### src/rtl/cdb_scheduler_pkg.sv
`default_nettype none
// +-----------------------------------------------------------------------------+
// | Module      : cdb_scheduler_pkg                                             |
// | Description : Shared definitions for common-data-bus scheduling. Holds the  |
// |               idle select code, the bus count and the arbiter address type  |
// |               used by the scheduler and by the combo arbiters.              |
// | Revision    : 1.0 - initial release                                         |
// +-----------------------------------------------------------------------------+
package cdb_scheduler_pkg;

   // Select code a bus shows when nobody is driving it. No combo may use it.
   localparam logic [7:0] IDLE_SELECT = 8'hFF;

   // Number of common data buses in this revision.
   localparam int CDB_COUNT = 2;

   // Arbiter address broadcast on a bus select line.
   typedef logic [7:0] arb_addr_t;

endpackage : cdb_scheduler_pkg
`default_nettype wire

### src/rtl/cdb_scheduler_rr_pick.sv
`default_nettype none
// +-----------------------------------------------------------------------------+
// | Module      : cdb_scheduler_rr_pick                                         |
// | Description : Combinational circular find-first-set. Scans req starting at  |
// |               bit 'start' and wrapping modulo WIDTH; reports whether any    |
// |               bit is set and the index of the first one found.              |
// | Ports       : req   - request vector                                        |
// |               start - scan start index (must be < WIDTH)                    |
// |               valid - at least one request bit set                          |
// |               index - first set bit at or after start, circularly           |
// | Revision    : 1.0 - initial release                                         |
// +-----------------------------------------------------------------------------+
module cdb_scheduler_rr_pick #(
   parameter int WIDTH = 4,
   parameter int IDXW  = 2
) (
   input  logic [WIDTH-1:0] req,
   input  logic [IDXW-1:0]  start,
   output logic             valid,
   output logic [IDXW-1:0]  index
);

   int                w_pos;
   logic [IDXW-1:0]   w_k;

   // Scan offsets from the far end back to zero so that the smallest offset
   // (the one closest to start) is the last to write the result and wins.
   always_comb begin
      valid = 1'b0;
      index = '0;
      w_pos = 0;
      w_k   = '0;
      for (int i = WIDTH - 1; i >= 0; i--) begin
         w_pos = int'(start) + i;
         if (w_pos >= WIDTH) begin
            w_pos = w_pos - WIDTH;
         end
         w_k = IDXW'(w_pos);
         if (req[w_k]) begin
            valid = 1'b1;
            index = w_k;
         end
      end
   end

endmodule : cdb_scheduler_rr_pick
`default_nettype wire

### src/rtl/cdb_scheduler.sv
`default_nettype none
// +-----------------------------------------------------------------------------+
// | Module      : cdb_scheduler                                                 |
// | Description : Round-robin scheduler for the two common data buses. Picks up |
// |               to two requesting combos per cycle and broadcasts each        |
// |               winner's arbiter address on the per-bus select lines.         |
// | Ports       : clock      - system clock, rising edge                        |
// |               reset      - asynchronous active-low reset                    |
// |               get_bus    - per-combo bus request                            |
// |               bus_enable - per-bus grant permission                         |
// |               select     - per-bus selected arbiter address (registered)    |
// |               grant      - per-combo grant, high while on a bus (registered)|
// |               busy       - any bus carries a selection (registered)         |
// | Revision    : 1.0 - initial release                                         |
// +-----------------------------------------------------------------------------+
module cdb_scheduler
   import cdb_scheduler_pkg::*;
#(
   parameter int                         REQUESTERS = 4,
   parameter int                         BUSES      = CDB_COUNT,
   parameter logic [REQUESTERS-1:0][7:0] ADDRESSES  = {8'h03, 8'h02, 8'h01, 8'h00}
) (
   input  logic                     clock,
   input  logic                     reset,
   input  logic [REQUESTERS-1:0]    get_bus,
   input  logic [BUSES-1:0]         bus_enable,
   output logic [BUSES-1:0][7:0]    select,
   output logic [REQUESTERS-1:0]    grant,
   output logic                     busy
);

   localparam int                    IDXW       = (REQUESTERS > 1) ? $clog2(REQUESTERS) : 1;
   localparam logic [IDXW-1:0]       c_last_idx = IDXW'(REQUESTERS - 1);
   localparam logic [REQUESTERS-1:0] c_one      = REQUESTERS'(1);

   logic [IDXW-1:0]           r_ptr;
   logic [REQUESTERS-1:0]     r_grant;
   logic [BUSES-1:0][7:0]     r_select;
   logic                      r_busy;

   logic [REQUESTERS-1:0]     w_eligible;
   logic [REQUESTERS-1:0]     w_elig1;
   logic                      w_w0_valid;
   logic [IDXW-1:0]           w_w0_idx;
   logic [IDXW-1:0]           w_w0_next;
   logic                      w_w1_valid;
   logic [IDXW-1:0]           w_w1_idx;
   logic                      w_w0_on;
   logic                      w_w1_on;
   logic [IDXW-1:0]           w_last_idx;
   logic [BUSES-1:0][7:0]     w_sel_next;
   logic [REQUESTERS-1:0]     w_grant_next;
   logic [IDXW-1:0]           w_ptr_next;

   function automatic logic [IDXW-1:0] f_inc(input logic [IDXW-1:0] idx);
      return (idx == c_last_idx) ? '0 : idx + 1'b1;
   endfunction

   // A combo currently shown on a bus still has its request high this cycle;
   // masking it out prevents a duplicate grant for the same result.
   assign w_eligible = get_bus & ~r_grant;
   assign w_w0_next  = f_inc(w_w0_idx);
   assign w_elig1    = w_eligible & ~(c_one << w_w0_idx);

   cdb_scheduler_rr_pick #(
      .WIDTH (REQUESTERS),
      .IDXW  (IDXW)
   ) u_pick0 (
      .req   (w_eligible),
      .start (r_ptr),
      .valid (w_w0_valid),
      .index (w_w0_idx)
   );

   cdb_scheduler_rr_pick #(
      .WIDTH (REQUESTERS),
      .IDXW  (IDXW)
   ) u_pick1 (
      .req   (w_elig1),
      .start (w_w0_next),
      .valid (w_w1_valid),
      .index (w_w1_idx)
   );

   // Winners fill the enabled buses in ascending bus order: the first winner
   // always takes the lowest enabled bus, the second only when both are open.
   always_comb begin
      w_sel_next   = {BUSES{IDLE_SELECT}};
      w_grant_next = '0;
      w_ptr_next   = r_ptr;
      w_w0_on      = 1'b0;
      w_w1_on      = 1'b0;
      case (bus_enable[1:0])
         2'b11: begin
            w_w0_on = w_w0_valid;
            w_w1_on = w_w1_valid;
            if (w_w0_valid) w_sel_next[0] = ADDRESSES[w_w0_idx];
            if (w_w1_valid) w_sel_next[1] = ADDRESSES[w_w1_idx];
         end
         2'b01: begin
            w_w0_on = w_w0_valid;
            if (w_w0_valid) w_sel_next[0] = ADDRESSES[w_w0_idx];
         end
         2'b10: begin
            w_w0_on = w_w0_valid;
            if (w_w0_valid) w_sel_next[1] = ADDRESSES[w_w0_idx];
         end
         default: ;
      endcase
      if (w_w0_on) w_grant_next = w_grant_next | (c_one << w_w0_idx);
      if (w_w1_on) w_grant_next = w_grant_next | (c_one << w_w1_idx);
      // The pointer moves past the last requester granted this cycle.
      w_last_idx = w_w1_on ? w_w1_idx : w_w0_idx;
      if (w_w0_on) w_ptr_next = f_inc(w_last_idx);
   end

   always_ff @(posedge clock or negedge reset) begin
      if (!reset) begin
         r_ptr    <= '0;
         r_grant  <= '0;
         r_select <= {BUSES{IDLE_SELECT}};
         r_busy   <= 1'b0;
      end else begin
         r_ptr    <= w_ptr_next;
         r_grant  <= w_grant_next;
         r_select <= w_sel_next;
         r_busy   <= w_w0_on;
      end
   end

   assign select = r_select;
   assign grant  = r_grant;
   assign busy   = r_busy;

endmodule : cdb_scheduler
`default_nettype wire

### config.mk
export PLATFORM = sky130hd
export DESIGN_NAME = cdb_scheduler
export DESIGN_NICKNAME = d
export VERILOG_FILES = /design/src/rtl/cdb_scheduler_pkg.sv /design/src/rtl/cdb_scheduler_rr_pick.sv /design/src/rtl/cdb_scheduler.sv
export SDC_FILE = /design/constraint.sdc
export NUM_CORES = 1
export LEC_CHECK = 0
export ABC_CLOCK_PERIOD_IN_PS = 3950
export BUFFER_PORTS_ARGS = -buffer_cell sky130_fd_sc_hd__buf_2
export CORE_MARGIN = 2
export CORE_UTILIZATION = 35
export DETAILED_ROUTE_END_ITERATION = 10
export MAX_ROUTING_LAYER = met4
export PLACE_DENSITY = 0.56
export SETUP_SLACK_MARGIN = 0.4
export SYNTH_ARGS = -nofsm -noshare
export SYNTH_HDL_FRONTEND = slang
export SYNTH_SLANG_ARGS = --single-unit
### constraint.sdc
create_clock -name clock -period 3.95 [get_ports clock]
set_input_delay 0.395 -clock clock [delete_from_list [all_inputs] [get_ports clock]]
set_output_delay 0.395 -clock clock [all_outputs]
set_load 0.1 [all_outputs]
==> qor.yml, run 1 <==
status: "finished, final reports clean"
crit_family: "simple AND/OR/NAND/NOR gates"
regToRegSetupSlack_ps: 610
place_ws_ps: 383
grt-ovfl-total: 0
synth-xor-area-share: 0.00751
nNetsFinal: 165
drt-initial-drc-count: 59
cts_root_buf: "clkbuf_4"
grt.total_usage: 0.187
cpPeakStageDelay_ps: 570
regToRegEndpoint: "r_ptr[1]"
worstMarginPinSlew_ps: 600
num_rows: 20
synth_warnings: 0
slew_headroom: 0.597
setup_viol: 0
synth_cells: 132
worst_slack_ps: 609
synth_top_family_by_area: "compound AO/OA/AOI/OAI gates"
dpl_cell_area_sq_um: 1280
cp.required_ps: 4110
antenna_found_initial: 0
hold_start: "bus_enable[1]"
yosysUniqueCellTypes: 53
ys_seq_area_frac: 0.285
core-area_sq_um: 3100
min_path_type: "primary input to register"
area_growth_syn_to_layout_pct: 15.9
setup_tns_ps: 0
cts_max_path_buffers: 2
cap_violations: 0
cts_tree: "built"
crit_path_top_delay_cell: "or4_4"
drive_gt1_frac: 0.395
cp_max_fo: 10
ys.flop_type: "dfrtp_1"
cts_num_sinks: 13
dp_cells: 191
start_kind: "register"
ys_seq_elements: 13
criticalPathCategory: "register to register"
grt_pass1_wl_um: 5190
grt_max_degree: 14
wl_per_cell_um: 16.5
gp_congestion: 0.905
worst-path-buf-inv: 0
instances_no_fill: 196
die_w_um: 61.7
fin_area_sq_um: 1350
n_fill_cell: 341
vias_per_cell: 5.72
synth_compound_area_frac: 0.311
reg2regPathDepth: 11
drc: 0
die_area_sq_um: 3810
clk_pin_slew_worst_paths_ps: 80
antenna_cells: 0
hold_end: "select[9]"
hpwlAfterDp_um: 2540
die_height_um: 61.7
initial_core_util: 0.376
io_buffers: 28
synth.area.mux_share: 0.0172
grt_pass1_vias: 1016
synth_adder_area_share: 0.0429
arrival_ps: 3500
vias: 1122
ios: 29
htree_levels: 1
drt-pass1-iter-count: 4
slew_violations: 0
fin_crit_ps: 3340
insertion_delay_ps: 270
cts_made_buffers: 3
ant_nets: 0
end_kind: "register"
synth_area_per_cell_sq_um: 8.83
rsz0062_at_grt: "no"
synth_nets: 144
fmax_mhz: 299
synth-simple-area-share: 0.235
min_period_over_period: 0.846
ys_async_sr_fraction: 1.00
hold_violations: 0
worstHoldPathCells: 2
synth_area_sq_um: 1170
worstReg2RegStart: "r_ptr[0]"
synth_edf_count: 0
path_cells: "or3b_1, a21oi_2, a21oi_4, ha_2, or4_4, a211oi_2, nor3_2, o2111ai_2, mux2i_2, xnor2_1, mux2i_1"
skew_ps: 8.80
wl_um: 3230
post-cts-setup-buffer-count: 0
[cells by family (layout without fill, tap and decap cells)]
logic type / count (synthesis) / count (layout)
multiplexers: 2 / 2
adder cells (fa/ha/maj): 4 / 4
AND/OR/NAND/NOR: 44 / 44
XOR/XNOR: 1 / 1
flip-flops: 13 / 13
buffers and inverters: 21 / 41
AO/OA/AOI/OAI: 47 / 47
[synth_stat cells, types with 3 or more instances]
cell type / count / share of area
nand3_1: 6 / 0.026
a21oi_1: 8 / 0.034
ha_1: 4 / 0.043
inv_1: 7 / 0.023
nand2_1: 6 / 0.019
a31oi_1: 3 / 0.016
nand2b_1: 8 / 0.043
dfstp_2: 6 / 0.14
dfrtp_1: 7 / 0.15
nor2_1: 5 / 0.016
clkbuf_1: 3 / 0.0097
o21ai_0: 4 / 0.017
a22o_1: 4 / 0.030
buf_4: 10 / 0.064
a211oi_1: 3 / 0.019
[per-layer routing]
metal / up-vias / wire, um / GRT usage / part of all wire
met1: 553 / 1530 / 0.270 / 0.47
met5: - / 0 / - / 0
met4: 0 / 29 / 0.0334 / 0.0090
met2: 36 / 1510 / 0.275 / 0.47
met3: 2 / 163 / 0.0373 / 0.050
li1: 531 / - / - / -
[repair_timing]
action / CTS / global route
gates resized for setup: 1 / 7
endpoints found under the setup margin: 1 / 7
endpoints found under the hold margin: 2 / 0
gates cloned: 0 / 0
hold buffers: 1 / 0
[cell type report]
type / count / area, sq um / area share
well taps: 44 / 55.1 / 0.0407
inverters: 7 / 26.3 / 0.0194
multi-input cells: 98 / 748 / 0.554
flip-flops and latches: 13 / 338 / 0.250
clock buffers: 4 / 26.3 / 0.0194
repair buffers: 30 / 158 / 0.117
[registers in the layout, indices dropped and copies added (netlist names)]
signal,count
select,6
busy,1
grant,4
r_ptr,2
[through the flow]
| step | hold slack (ps) | util |
|---|---|---|
| floorplan | 99.4 | - |
| global placement | 286 | 0.413 |
| detailed placement | 292 | 0.413 |
| CTS | 363 | 0.427 |
| global route | 394 | 0.435 |
| finish | 374 | 0.435 |
[worst max path at each step]
stage	slack [ps]	to	cells past startpoint	start
after CTS	480	r_ptr[1]	11	r_ptr[0]
after global routing	410	grant[2]	11	r_ptr[1]
after floorplan	400	r_ptr[1]	13	grant[3]
after global placement	460	r_ptr[1]	12	r_ptr[0]
final	610	r_ptr[1]	11	r_ptr[0]
after detailed placement	380	r_ptr[1]	13	get_bus[0]
[placed cells by master (no fill, tap or decap), drive strengths merged, types with 3 or more instances in the layout]
cell type | Yosys | final
dfstp | 6 | 6
nor2 | 5 | 5
a22o | 4 | 4
a31oi | 4 | 4
nor4 | 3 | 3
a21oi | 9 | 9
nor2b | 3 | 3
inv | 7 | 7
nand3 | 6 | 6
dfrtp | 7 | 7
nand2b | 8 | 8
a211oi | 5 | 5
buf | 11 | 29
nor3 | 3 | 3
nand2 | 6 | 6
ha | 4 | 4
o21ai | 5 | 5
clkbuf | 3 | 4
Power of run 1 is not shown: default switching activity piles up to over one toggle a cycle in this logic, so the estimate is an artifact.
==> run 2: changes to the inputs <==
--- a/config.mk
+++ b/config.mk
@@ -5,7 +5,8 @@
 export SDC_FILE = /design/constraint.sdc
 export NUM_CORES = 1
 export LEC_CHECK = 0
-export ABC_CLOCK_PERIOD_IN_PS = 3950
+export ABC_AREA = 1
+export ABC_CLOCK_PERIOD_IN_PS = 3100
 export BUFFER_PORTS_ARGS = -buffer_cell sky130_fd_sc_hd__buf_2
 export CORE_MARGIN = 2
 export CORE_UTILIZATION = 35
==> constraint.sdc (replaced) <==
create_clock -name clock -period 3.1 [get_ports clock]
set_input_delay 0.31 -clock clock [delete_from_list [all_inputs] [get_ports clock]]
set_output_delay 0.31 -clock clock [all_outputs]
set_load 0.1 [all_outputs]
==> qor.yml, run 2 <==
ys_async_sr_fraction: 1.00  # unchanged
cpPeakStageDelay_ps: 470  # -100 ps
min_period_over_period: 0.903  # +0.0573
grt_pass1_vias: 1204  # +19%
vias_per_cell: 4.70  # -18%
slew_headroom: 0.521  # -0.0759
endpoint: "r_ptr[1]"
crit_path_top_delay_cell: "dfrtp_2"
synth_area_sq_um: 1210  # +3.4%
vias: 1310  # +17%
cts_made_buffers: 3  # unchanged
met2_length_um: 1790  # +18%
drt-pass1-iter-count: 4  # unchanged
rsz0062_at_grt: "yes"
ys_seq_elements: 13  # unchanged
cts_num_sinks: 13  # unchanged
worstMarginPinSlew_ps: 712  # +113 ps
gp_congestion: 0.908  # +0.36%
synth_commonest_cells: "nand2_1, inv_1, nand3_1"
ys.flop_type: "dfrtp_1"
regToRegEndpoint: "r_ptr[1]"
insertion_delay_ps: 260  # about the same
die_w_um: 62.7  # +1.6%
yosysTopAreaCell: "nand2_1"
cp_max_fo: 5  # -5
nNetsFinal: 246  # +49%
synth_cells: 184  # +39%
drive_gt1_frac: 0.670  # +0.275
yosysUniqueCellTypes: 31  # -42%
synth.area.top_cells: "nand2_1, dfrtp_1, dfstp_2"
wl_met3_um: 132  # -19%
min_path_type: "primary input to register"
antenna_found_initial: 0  # unchanged
most-common-layout-cells: "nand2_1, buf_2, nand2_2"
ant_nets: 0  # unchanged
netlist.area_leader.share: 0.193  # +0.0427
grt_pass1_wl_um: 5330  # +2.8%
cp.required_ps: 3250  # -860 ps
worst_slack_ps: 301  # -309 ps
grt-ovfl-total: 0  # unchanged
cts_max_path_buffers: 2  # unchanged
synth_edf_count: 0  # unchanged
path_cells: "buf_6, xnor2_4, nand2_2, buf_6, nand2_2, inv_2, nand2_2, nand2_4, inv_4, buf_12, ha_4, nor2_4, inv_1, nand2_2, and2_4, or2_4, nor2_4, nor2_4, buf_6, nand2_4, nand2_2, nand3_2, nand3_2"
ios: 29  # unchanged
skew_ps: 2.04  # -6.76 ps
regToRegSetupSlack_ps: 300  # -310 ps
cts_tree: "built"
synth_nets: 196  # +36%
fmax_mhz: 357  # +19%
setup_viol: 0  # unchanged
grt.total_usage: 0.170  # -0.0176
wl_per_cell_um: 11.8  # -28%
cts_root_buf: "clkbuf_4"
largest_reg_flops: 6  # unchanged
fin_crit_ps: 2800  # -541 ps
num_rows: 21  # +5.0%
die_height_um: 62.7  # +1.6%
ys_seq_area_frac: 0.276  # -0.00947
core-area_sq_um: 3310  # +6.7%
cpMostUsedCell: "nand2_2"
final_core_util: 0.591  # +0.156
drt-met1-wl_um: 1360  # -11%
final_common_cell: "nand2_1"
antenna_cells: 0  # unchanged
drc: 0  # unchanged
n_fill_cell: 308  # -9.7%
clk_pin_slew_worst_paths_ps: 70  # about the same
status: "finished, final reports clean"
end_kind: "register"
wl_um: 3290  # +1.8%
whs_ps: 368  # -6.05 ps
die_area_sq_um: 3930  # +3.2%
initial_core_util: 0.364  # -0.0115
setup_tns_ps: 0  # unchanged
synth.most_common_cell: "nand2_1"
worstReg2RegStart: "r_ptr[0]"
hold_violations: 0  # unchanged
htree_levels: 1  # unchanged
synth_area_per_cell_sq_um: 6.56  # -26%
drt-initial-drc-count: 26  # -56%
worstSetupStartpoint: "r_ptr[0]"
synth_warnings: 0  # unchanged
cap_violations: 0  # unchanged
io_buffers: 28  # unchanged
grt_max_degree: 14  # unchanged
top_layer: "met4"
hpwlAfterDp_um: 2230  # -12%
slew_violations: 0  # unchanged
reg2regPathDepth: 23  # +12
start_kind: "register"
arrival_ps: 2950  # -550 ps
criticalPathCategory: "register to register"
area_growth_syn_to_layout_pct: 62.2
place_ws_ps: 126  # -257 ps
==> run 2: cell types whose count changed in the layout (fill, tap and decap cells not counted), sizes merged, moves of 4 or more <==
cell	delta
nor2	+9
a21oi	-7
nand2b	-8
buf	+27
a211oi	-5
inv	+27
a31oi	-4
a22o	-4
nand2	+61
nand3	+14
==> run 2: cells by family after synthesis <==
| kind of cell | Yosys count | share of synthesized area |
|---|---|---|
| simple gates | 110 | 0.439 |
| buf+inv | 46 | 0.184 |
| flops | 13 | 0.276 |
| compound gates | 9 | 0.0456 |
| fa+ha+maj | 4 | 0.0415 |
| xor+xnor | 2 | 0.0145 |
==> run 2: worst min path at each step <==
| stage | start | end | cells after the start |
|---|---|---|---|
| 2_1_floorplan | reset | busy | 0 |
| 3_3_place_gp | reset | busy | 1 |
| 3_5_place_dp | reset | busy | 1 |
| 4_1_cts | bus_enable[0] | select[6] | 4 |
| 5_1_grt | bus_enable[0] | select[6] | 4 |
| 6_report | bus_enable[0] | select[6] | 4 |
==> run 2: routing by layer <==
metal  up-vias  GRT usage
met5         -          -
met4         0     0.0250
met3         2     0.0234
met2        29      0.297
met1       624      0.214
li1        655          -
==> run 2: final cells by class <==
class | instances | area, sq um | share of cell area
clock buffers | 4 | 26.3 | 0.0134
flip-flops and latches | 13 | 350 | 0.179
multi-input cells | 125 | 978 | 0.500
inverters | 34 | 140 | 0.0716
repair buffers | 57 | 404 | 0.207
well taps | 46 | 57.6 | 0.0294
==> run 2: critical path: cells and delay by family, from the launching register on <==
family / cells / cell delay [ps]
flip-flops: 1 / 470
adder cells (fa/ha/maj): 1 / 140
XOR/XNOR: 1 / 170
buffers and inverters: 7 / 690
AND/OR/NAND/NOR: 14 / 1220
==> run 2: metrics by stage <==
stage	area (sq um)	instances
floorplan	1270	184
global placement	1380	246
detailed placement	1380	246
CTS	1670	264
global route	1960	279
finish	1960	279
==> run 2: repair_timing <==
item / 4_1_cts / 5_1_grt
pin swaps: 19 / 35
hold endpoints to repair: 7 / 0
endpoints found under the setup margin: 8 / 9
hold buffers: 1 / 0
buffers inserted: 13 / 15
resized for setup: 41 / 46
Power of run 2 is left out for the same reason.
==> run 3: changes to the inputs <==
--- a/config.mk
+++ b/config.mk
@@ -12,7 +12,7 @@
 export CORE_UTILIZATION = 35
 export DETAILED_ROUTE_END_ITERATION = 10
 export MAX_ROUTING_LAYER = met4
-export PLACE_DENSITY = 0.56
+export PLACE_DENSITY = 0.53
 export SETUP_SLACK_MARGIN = 0.4
 export SYNTH_ARGS = -nofsm -noshare
 export SYNTH_HDL_FRONTEND = slang
==> qor.yml, run 3 (same netlist as run 2, synthesis figures left out) <==
ant_nets: 0  # unchanged
status: "finished, final reports clean"
gp_congestion: 0.969  # +6.7%
hpwlAfterDp_um: 2180  # -1.9%
criticalPathCategory: "register to register"
vias_per_cell: 4.56  # -2.9%
area_growth_syn_to_layout_pct: 43.0
clk_pin_slew_worst_paths_ps: 70  # about the same
nNetsFinal: 234  # -4.9%
slew_violations: 0  # unchanged
num_rows: 21  # unchanged
largest_reg_flops: 6  # unchanged
drt-pass1-iter-count: 4  # unchanged
grt_max_degree: 14  # unchanged
cts_made_buffers: 3  # unchanged
end_kind: "register"
arrival_ps: 2820  # -130 ps
final_common_cell: "nand2_1"
io_buffers: 28  # unchanged
drt-initial-drc-count: 52  # +100%
setup_viol: 0  # unchanged
hold_violations: 0  # unchanged
worstMarginPinSlew_ps: 592  # -120 ps
rsz0062_at_grt: "yes"
antenna_found_initial: 0  # unchanged
grt_pass1_vias: 1167  # -3.1%
final_core_util: 0.521  # -0.0699
place_ws_ps: 27.5  # -98.9 ps
setup_tns_ps: 0  # unchanged
die_area_sq_um: 3930  # unchanged
insertion_delay_ps: 260  # about the same
start_kind: "register"
antenna_cells: 0  # unchanged
ios: 29  # unchanged
fin_crit_ps: 2670  # -126 ps
cts_root_buf: "clkbuf_4"
cts_max_path_buffers: 2  # unchanged
vias: 1217  # -7.1%
min_path_type: "primary input to register"
most-common-layout-cells: "nand2_1, buf_2, nand2_2"
grt-ovfl-total: 0  # unchanged
cap_violations: 0  # unchanged
worst_slack_ps: 426  # +126 ps
die_w_um: 62.7  # unchanged
core-area_sq_um: 3310  # unchanged
drive_gt1_frac: 0.575  # -0.0949
grt.total_usage: 0.163  # -0.00681
min_period_over_period: 0.862  # -0.0406
die_height_um: 62.7  # unchanged
drc: 0  # unchanged
cts_num_sinks: 13  # unchanged
skew_ps: 0.421  # -1.62 ps
wl_per_cell_um: 11.0  # -7.0%
htree_levels: 1  # unchanged
cp_max_fo: 6  # +1
initial_core_util: 0.364  # unchanged
cts_tree: "built"
wl_um: 2930  # -11%
fmax_mhz: 374  # +4.7%
grt_pass1_wl_um: 5110  # -4.3%
cp.required_ps: 3250  # about the same
slew_headroom: 0.602  # +0.0809
run 3: timing repair:
| item | 4_1_cts | 5_1_grt |
|---|---|---|
| endpoints found under the hold margin | 7 | 0 |
| pin swaps | 20 | 11 |
| resized for setup | 38 | 19 |
| buffers inserted | 12 | 4 |
| endpoints found under the setup margin | 9 | 9 |
| hold buffers | 1 | 0 |
run 3: per-layer routing:
layer,global-route usage,up-vias,wire (um)
met1,0.206,567,1370
met5,-,-,0
met4,0.0278,0,14
li1,-,628,-
met3,0.0306,2,94
met2,0.276,20,1450
run 3: layout make-up:
| class | count | area, sq um |
|---|---|---|
| well taps | 46 | 57.6 |
| flip-flops and latches | 13 | 350 |
| repair buffers | 45 | 274 |
| multi-input cells | 125 | 877 |
| inverters | 34 | 140 |
| fillers | 323 | 1590 |
| clock buffers | 4 | 26.3 |
run 3: final timing paths:
path,start,to,cells after the start,slack (ps)
max reg2reg,r_ptr[0],r_ptr[1],25,430
max,r_ptr[0],r_ptr[1],25,430
max in group asynchronous,reset,select[9],2,2370
min,bus_enable[0],select[6],4,370
min in group asynchronous,reset,grant[2],2,460
min reg2reg,r_ptr[1],r_ptr[1],2,630
run 3: critical path, stage by stage, from the launching register on:
cell     delay [ps]
dfrtp_2         470
buf_6           150
xor2_1          150
nand2_1          70
nand2_1          60
inv_2            80
nand2_4          60
nand2_4          70
nand2_4          60
nand2_8          90
inv_4            50
ha_4            160
nor2_4          100
inv_2            50
nand3_2          80
nand2_2          70
nand2_2          60
nand2_2          60
nand3_4         110
nor2_4           50
nor2_4          160
nand2_2          70
nand2_1          70
inv_1            40
nand3_1          70
nand3_1          70
run 3: metrics by stage:
| stage | std cells | cell area (sq um) | hold WS (ps) |
|---|---|---|---|
| floorplan | 184 | 1270 | 14.4 |
| global placement | 246 | 1380 | 197 |
| detailed placement | 246 | 1380 | 205 |
| CTS | 263 | 1640 | 365 |
| global route | 267 | 1730 | 392 |
| finish | 267 | 1730 | 371 |
Power of run 3 is left out for the same reason.
